### src/rtl/mips_cpu_cache_instr_nway.sv
// N-way set-associative instruction cache, one word per line, tree-PLRU replacement.
// Hits return in the same cycle; misses issue a single-word fill and stall until it returns.
`timescale 1ns/1ps

module mips_cpu_cache_instr_nway #(
    parameter int INDEX_BITS = 3,
    parameter int WAYS       = 4
) (
    input  logic        clk,
    input  logic        rst,
    input  logic [31:0] addr,
    input  logic        read_en,
    output logic [31:0] readdata,
    output logic        stall,
    input  logic        flush,
    output logic        mem_req,
    output logic [31:0] mem_addr,
    input  logic [31:0] mem_data,
    input  logic        mem_valid,
    output logic [31:0] hit_count,
    output logic [31:0] miss_count
);

    localparam int WAY_BITS = $clog2(WAYS);
    localparam int SETS     = 1 << INDEX_BITS;
    localparam int TAG_BITS = 30 - INDEX_BITS;

    localparam logic [0:0] STATE_IDLE = 1'b0;
    localparam logic [0:0] STATE_MISS = 1'b1;

    logic [0:0]          state_q, state_d;
    logic [31:2]         line_addr_q;
    logic                mem_req_q;
    logic                flush_pend_q;
    logic [31:0]         readdata_q, readdata_d;
    logic [31:0]         hit_count_q, miss_count_q;

    logic [WAYS-1:0]     valid_q [SETS];
    logic [WAYS-2:0]     plru_q  [SETS];
    logic [TAG_BITS-1:0] tag_q   [SETS][WAYS];
    logic [31:0]         data_q  [SETS][WAYS];

    logic [INDEX_BITS-1:0] req_idx, fill_idx;
    logic [TAG_BITS-1:0]   req_tag, fill_tag;
    logic                  hit;
    logic [WAY_BITS-1:0]   hit_way, victim_way;
    logic [31:0]           hit_data;
    logic                  victim_found;

    logic in_idle, in_miss;
    logic count_hit, start_miss, fill_done, flush_now, fill_write, clear_all;

    // Walk from the root following each bit; a 0 bit selects the lower subtree.
    function automatic logic [WAY_BITS-1:0] plru_victim(input logic [WAYS-2:0] bits);
        logic [WAY_BITS-1:0] w;
        int                  node;
        w    = '0;
        node = 0;
        for (int l = 0; l < WAY_BITS; l++) begin
            w[WAY_BITS-1-l] = bits[node];
            node = 2 * node + 1 + int'(bits[node]);
        end
        return w;
    endfunction

    // Every node on the path to way w is set to point at the other subtree.
    function automatic logic [WAYS-2:0] plru_touch(input logic [WAYS-2:0] bits,
                                                   input logic [WAY_BITS-1:0] w);
        logic [WAYS-2:0] nb;
        int              node;
        logic            b;
        nb   = bits;
        node = 0;
        for (int l = 0; l < WAY_BITS; l++) begin
            b        = w[WAY_BITS-1-l];
            nb[node] = ~b;
            node     = 2 * node + 1 + int'(b);
        end
        return nb;
    endfunction

    assign req_idx  = addr[INDEX_BITS+1:2];
    assign req_tag  = addr[31:INDEX_BITS+2];
    assign fill_idx = line_addr_q[INDEX_BITS+1:2];
    assign fill_tag = line_addr_q[31:INDEX_BITS+2];

    always_comb begin
        hit      = 1'b0;
        hit_way  = '0;
        hit_data = '0;
        for (int w = 0; w < WAYS; w++) begin
            if (valid_q[req_idx][w] && (tag_q[req_idx][w] == req_tag)) begin
                hit      = 1'b1;
                hit_way  = WAY_BITS'(w);
                hit_data = data_q[req_idx][w];
            end
        end
    end

    // Fill into the lowest invalid way first; PLRU only decides once the set is full.
    always_comb begin
        victim_way   = plru_victim(plru_q[fill_idx]);
        victim_found = 1'b0;
        for (int w = 0; w < WAYS; w++) begin
            if (!victim_found && !valid_q[fill_idx][w]) begin
                victim_way   = WAY_BITS'(w);
                victim_found = 1'b1;
            end
        end
    end

    assign in_idle    = (state_q == STATE_IDLE);
    assign in_miss    = (state_q == STATE_MISS);
    assign count_hit  = in_idle & read_en & hit;
    assign start_miss = in_idle & read_en & ~hit;
    assign fill_done  = in_miss & mem_valid;
    assign flush_now  = flush_pend_q | flush;
    assign fill_write = fill_done & ~flush_now;
    assign clear_all  = (in_idle & flush) | (fill_done & flush_now);

    always_comb begin
        state_d    = state_q;
        readdata_d = readdata_q;
        if (in_idle) begin
            if (start_miss)
                state_d = STATE_MISS;
            if (count_hit)
                readdata_d = hit_data;
        end else begin
            if (mem_valid) begin
                state_d    = STATE_IDLE;
                readdata_d = mem_data;
            end
        end
    end

    assign readdata   = readdata_d;
    assign stall      = ~rst & (in_idle ? start_miss : ~mem_valid);
    assign mem_req    = mem_req_q;
    assign mem_addr   = {line_addr_q, 2'b00};
    assign hit_count  = hit_count_q;
    assign miss_count = miss_count_q;

    always_ff @(posedge clk or posedge rst) begin
        if (rst) begin
            state_q      <= STATE_IDLE;
            line_addr_q  <= '0;
            mem_req_q    <= 1'b0;
            flush_pend_q <= 1'b0;
            readdata_q   <= '0;
            hit_count_q  <= '0;
            miss_count_q <= '0;
            for (int s = 0; s < SETS; s++) begin
                valid_q[s] <= '0;
                plru_q[s]  <= '0;
            end
        end else begin
            state_q    <= state_d;
            readdata_q <= readdata_d;

            if (start_miss) begin
                line_addr_q <= addr[31:2];
                mem_req_q   <= 1'b1;
                if (miss_count_q != 32'hFFFF_FFFF)
                    miss_count_q <= miss_count_q + 32'd1;
            end else if (fill_done) begin
                mem_req_q <= 1'b0;
            end

            if (count_hit && (hit_count_q != 32'hFFFF_FFFF))
                hit_count_q <= hit_count_q + 32'd1;

            if (in_idle || fill_done)
                flush_pend_q <= 1'b0;
            else if (flush)
                flush_pend_q <= 1'b1;

            // A same-cycle hit still reads old contents, but the clear wins over its PLRU update.
            if (clear_all) begin
                for (int s = 0; s < SETS; s++) begin
                    valid_q[s] <= '0;
                    plru_q[s]  <= '0;
                end
            end else if (count_hit) begin
                plru_q[req_idx] <= plru_touch(plru_q[req_idx], hit_way);
            end else if (fill_write) begin
                valid_q[fill_idx][victim_way] <= 1'b1;
                plru_q[fill_idx]              <= plru_touch(plru_q[fill_idx], victim_way);
            end
        end
    end

    // Tag and data arrays need no reset; valid bits gate every use of them.
    always_ff @(posedge clk) begin
        if (fill_write) begin
            tag_q[fill_idx][victim_way]  <= fill_tag;
            data_q[fill_idx][victim_way] <= mem_data;
        end
    end

endmodule

### config.mk
export PLATFORM = sky130hd
export DESIGN_NAME = mips_cpu_cache_instr_nway
export DESIGN_NICKNAME = d
export VERILOG_FILES = /design/src/rtl/mips_cpu_cache_instr_nway.sv
export SDC_FILE = /design/constraint.sdc
export NUM_CORES = 2
export LEC_CHECK = 0
export CAP_MARGIN = 25
export CORE_UTILIZATION = 40
export CTS_BUF_LIST = sky130_fd_sc_hd__clkbuf_16
export DETAILED_ROUTE_END_ITERATION = 7
export SYNTH_ARGS = -nofsm -noshare
export SYNTH_HDL_FRONTEND = slang
export SYNTH_SLANG_ARGS = --single-unit
### constraint.sdc
create_clock -name clk -period 13 [get_ports clk]
set_clock_uncertainty 0.05 [all_clocks]
set_input_delay 3.9 -clock clk [delete_from_list [all_inputs] [get_ports clk]]
set_output_delay 3.9 -clock clk [all_outputs]
set_load 0.05 [all_outputs]
== After elaboration in Yosys (flattened, before gate mapping) ==
Memories as Yosys holds them, arrays and structs flattened.
Index checks and enable logic that the tools add are counted.

* RAM bits: 1888
* Output and inout port bits: 130
* Register bits after elaboration: 185
* Memories kept: 2
* Word-level logic and storage cells: 172

* Add/sub/neg operators: 5
* Reductions and logical operators: 26
* Order comparisons: 13
* Muxes and demuxes: 73
* Equality and inequality tests: 7
* Bitwise gates (word level): 23

{| class="wikitable"
|+ Memories
! memory !! words !! bits a word !! rd ports !! clocked after memory_dff !! write ports !! line !! RTL
|-
| data_q || 8 || 128 || 1 || 0 || 1 || 41 || <nowiki>logic [31:0] data_q [SETS][WAYS];</nowiki>
|-
| tag_q || 8 || 108 || 1 || 0 || 1 || 40 || <nowiki>logic [TAG_BITS-1:0] tag_q [SETS][WAYS];</nowiki>
|}

{| class="wikitable"
|+ Operators by type and width
! cell !! count
|-
| $mux 32 || 11
|-
| $mux 128 || 1
|-
| $eq 27x27->1 || 4
|-
| $mux 108 || 1
|-
| $mux 24 || 3
|-
| $add 32x1->32 const B || 2
|-
| $demux 32 s2 || 1
|-
| $ne 32x32->1 const B || 2
|-
| $demux 27 s2 || 1
|-
| $bwmux 24 || 2
|-
| $or 32x32->32 || 1
|-
| $mux 27 || 1
|-
| $bmux 4 s3 || 2
|-
| $mux 1 || 22
|-
| $mux 4 || 5
|-
| $bmux 3 s3 || 2
|-
| $demux 3 s3 || 2
|-
| $mux 3 || 6
|-
| $logic_and 1x1->1 || 14
|-
| $demux 4 s3 || 1
|-
| $lt 2x3->1 const B || 4
|-
| $mux 2 || 6
|-
| $not 1->1 || 9
|-
| $and 1x1->1 || 8
|-
| 18 further kinds || 36
|}

== Logic depth before layout (Yosys ltp) ==
* Word-level depth: 23
* Mapped depth: 21
* Depth with buffers taken out: 11

== Worst setup path before layout ==
Ideal clock, no wire load.

* Kind: in2out
* Start point: input port rst
* End point: output port stall
* Path slack: 0.551 ns
* Required time: 9.050 ns
* Buffers on the path: 0
* Stages on the path: 2
* Data arrival time: 8.499 ns
* Path through: inv_1 > and2_1

* Longest elaborated chain between the ends: 2

{| class="wikitable"
|+ Ends and longest elaborated chain
! what !! line !! RTL
|-
| from (decl) || 10 || <nowiki>input logic rst,</nowiki>
|-
| $not 1->1 || 138 || <nowiki>assign stall = ~rst & (in_idle ? start_miss : ~mem_valid);</nowiki>
|-
| $and 1x1->1 || 138 ||
|-
| to (decl) || 14 || <nowiki>output logic stall,</nowiki>
|}

No other way between the ends.

== Worst setup path after layout ==
* Start point: input port addr[2]
* End point: output port readdata[27]

* Longest elaborated chain between the ends: 12
* Elaborated cells on any way between the ends: 25

{| class="wikitable"
|+ Ends and longest elaborated chain
! what !! line !! RTL
|-
| from (decl) || 11 || <nowiki>input logic [31:0] addr,</nowiki>
|-
| branches (longest 10 deep; another with $mem_v2 8x108) || - ||
|-
| $mux 32 * || 127 || <nowiki>if (count_hit)</nowiki>
|-
| $mux 32 * || 124 || <nowiki>if (in_idle) begin</nowiki>
|-
| to (decl) || 13 || <nowiki>output logic [31:0] readdata,</nowiki>
|}

Mark *: on every way between the ends. The select of a mux whose other input is x is not followed.

==> impl_metrics.csv <==
group,metric,value,unit
power_and_ir_drop,power_density,159,nW/µm²
die,initial_utilization,0.403,
sta,grt_setup_unrepaired,"false",
synthesis,synthTopCellsByArea,"edfxtp_1, dfrtp_1, mux4_2",
critical_path,r2r_slack,6.79,ns
global_routing,grt_overflow,0,
clock_network,cts_made_buffers,206,
final_layout,final_common_cell,"edfxtp_1",
clock_network,cts_tree,"built",
route,drcViolationCount,0,
clock_network,worstSkewPairLatency,0.87,ns
critical_path,reg2reg_depth,9,
clock_network,cts_resized,0,
placement,routabilityCongestion,0.835,
critical_path,crit_arrival,8.92,ns
synthesis,synth_edf_count,1888,
sta,setup_tns,0,ns
clock_network,cts_htree_levels,4,
synthesis,synth_cells,4668,
synthesis,synth_area_per_cell,17.4,µm²
clock_network,path_clk_slew,0.06,ns
route,wl_per_cell,32.0,µm
global_routing,grt_pass1_vias,46100,
global_routing,grt.met3_usage,0.0466,
global_routing,grtUsageTotal,0.244,
final_layout,layoutNonFillerInstCount,7924,
route,final_antenna_net_count,0,
die,io-pin-count,199,
clock_network,max-clock-path-buffers,3,
global_routing,grt_max_degree,89,
die,die_w,453,µm
power_and_ir_drop,p_leak,31.6,nW
clock_network,cts_sinks,2073,
clock_network,cts_setup_buffers,0,
placement,portBuffers,194,
final_layout,mostFrequentLayoutCells,"edfxtp_1, buf_4, a22oi_1",
sta,final-hold-violation-count,0,
critical_path,critPathMaxFanout,43,
min_path,hold_depth,1,
clock_network,cts-root-buf,"clkbuf_16",
critical_path,start_kind,"primary input",
sta,min_period,12.87,ns
sta,clock.fmax,77.7,MHz
outcome,status,"finished clean",
sta,period_share,0.990,
final_layout,area_growth,17.0,%
die,core,202000,µm²
global_routing,grt_pass1_wl,355,mm
min_path,hold_class,"register to register",
die,die-area,205000,µm²
critical_path,r2r-end,"data_q[2][60]",
synthesis,yosys.area.top_type_share,0.697,
power_and_ir_drop,clockPowerShare,0.385,
sta,drv_slew,0,
global_routing,met2_usage,0.386,
placement,numPlacedInstances,7504,
critical_path,reg2reg_from,"line_addr_q[2]",
synthesis,synthDistinctLibCells,86,
power_and_ir_drop,switching_share,0.249,
route,routed_wl,253,mm
route,vias_per_cell,6.04,
route,firstDrtPassIters,6,
global_routing,gr-usage-met1,0.337,
synthesis,netlist_area,81400,µm²
route,drtIter0Drc,6338,
critical_path,required,9.05,ns
global_routing,grt_antenna_before_repair,17,
sta,slew_headroom,0.234,
synthesis,ys_warn_count,0,
run,cap_violations,0,
power_and_ir_drop,vdd_ir_drop_max,0.127,mV
synthesis,seq_area_frac_synth,0.754,
synthesis,ys_ff_latch,2073,
sta,setup_viol,0,
placement,hpwl,141,mm
final_layout,drive_gt1_frac,0.187,
die,dieHeight,453,µm
min_path,min_from,"hit_count[17]",
synthesis,synth_top_area_cell,"edfxtp_1",
power_and_ir_drop,seq_power_share,0.510,
global_routing,busiest_layer,"met2",
sta,hold_ws,0.434,ns
clock_network,cts.hold.buffers_added,0,
critical_path,critical_path_class,"primary input to output port",
power_and_ir_drop,p_sw,0.00377,W
synthesis,synthFlopType,"edfxtp_1",
sta,worst_slew_pin_slew,1.15,ns
power_and_ir_drop,p_int,0.0113,W
power_and_ir_drop,power_frac_comb,0.106,
final_layout,nets,5138,
min_path,hold_end,"hit_count[17]",
critical_path,end_kind,"output port",
die,rows,165,
route,num_vias,47900,
synthesis,async_reset_ff_frac,0.0892,
[worst max path at each step]
stage	from	end	slack (ns)	cells after the start
after floorplan	rst	stall	0.55	2
after global placement	addr[3]	readdata[6]	0.21	18
after detailed placement	addr[3]	readdata[27]	0.18	18
after CTS	addr[3]	readdata[27]	0.15	18
after global routing	addr[2]	readdata[8]	0.1	15
final	addr[2]	readdata[27]	0.13	15
[per-stage QoR]
step / util / area, µm² / total power (W) / setup WS (ns)
floorplan: - / 81400 / 0.00866 / 0.551
global placement: 0.434 / 87800 / 0.00934 / 0.207
detailed placement: 0.435 / 88000 / 0.00938 / 0.177
CTS: 0.468 / 94500 / 0.0151 / 0.151
global route: 0.471 / 95200 / 0.0155 / 0.0960
finish: 0.471 / 95200 / 0.0151 / 0.133
[cell usage after synthesis (7+ instances only)]
cell type and count:
nor3_1 32, dfrtp_1 185, nor2_1 206, o221a_2 9, and4_1 10, a21o_1 9, o22ai_1 117, mux2i_1 203
or3_1 7, a22oi_1 241, o21ai_0 58, xor2_1 72, a311oi_1 10, a221oi_1 83, a31oi_1 37, inv_1 18
o22a_1 14, xnor2_1 81, nor2b_1 37, o221ai_1 29, and3_1 26, o31a_1 38, nand4_1 54, nand3_1 43
clkbuf_1 156, nor3b_1 8, mux4_2 142, a21oi_1 163, o211ai_1 14, a22o_1 51, mux2_2 130, buf_4 16
nand2b_1 16, and2_1 9, buf_2 60, a211oi_1 40, or2_2 8, nand2_1 154, buf_1 30, a221o_1 13
nor4_1 20, edfxtp_1 1888, buf_6 37, and3b_1 9
[kinds of logic (layout without fill, tap and decap cells)]
kind of cell	after synthesis	after routing	share of synthesized area
buf+inv	323	899	0.0203
simple gates	665	665	0.0405
xor+xnor	153	153	0.0165
flops	2073	2073	0.754
mux	478	478	0.0829
other cells	1	9	0.0000461
compound gates	973	973	0.0859
fa+ha+maj	2	2	0.000307
[critical path: stages]
cell and delay (ns):
buf_8 0.42, buf_12 0.29, nand2b_1 0.75, nor2_4 0.09, a222oi_1 0.67, xnor2_1 0.15
nor4_2 0.36, nand4_1 0.44, nand2_2 0.19, nand2_2 0.11, buf_12 0.21, o221a_1 0.39
o31a_1 0.28, a21oi_1 0.26, buf_4 0.28
[power by group through the flow]
stage / combinational (W) / clock [W] / sequential (W)
global placement: 0.00144 / 0 / 0.00790
detailed placement: 0.00147 / 0 / 0.00791
CTS: 0.00147 / 0.00587 / 0.00777
finish: 0.00159 / 0.00581 / 0.00771
floorplan: 0.000704 / 0 / 0.00796
global route: 0.00167 / 0.00611 / 0.00773
[area by class of cell]
| type | instances | area, µm² |
|---|---|---|
| Sequential cell | 2073 | 61300 |
| Clock inverter | 178 | 1350 |
| Timing Repair Buffer | 492 | 5150 |
| Inverter | 21 | 88.8 |
| Antenna cell | 7 | 17.5 |
| Clock buffer | 208 | 5200 |
| Tap cell | 2672 | 3340 |
| Multi-Input combinational cell | 2273 | 18700 |
| Fill cell | 17000 | 107000 |
[sequential cells by signal (all words and copies together), names as in the netlist]
register	count
readdata_q	32
valid_q	32
hit_count	32
line_addr_q	30
miss_count	32
flush_pend_q	1
tag_q	864
in_miss	1
plru_q	24
mem_req	1
data_q	1024
[per-layer routing]
layer / vias to the layer above / share of wire
met5: - / 0.000083
met4: 4 / 0.036
met3: 444 / 0.093
met2: 2588 / 0.47
met1: 25100 / 0.40
li1: 19700 / -
Power figures use the tool's default switching activity.
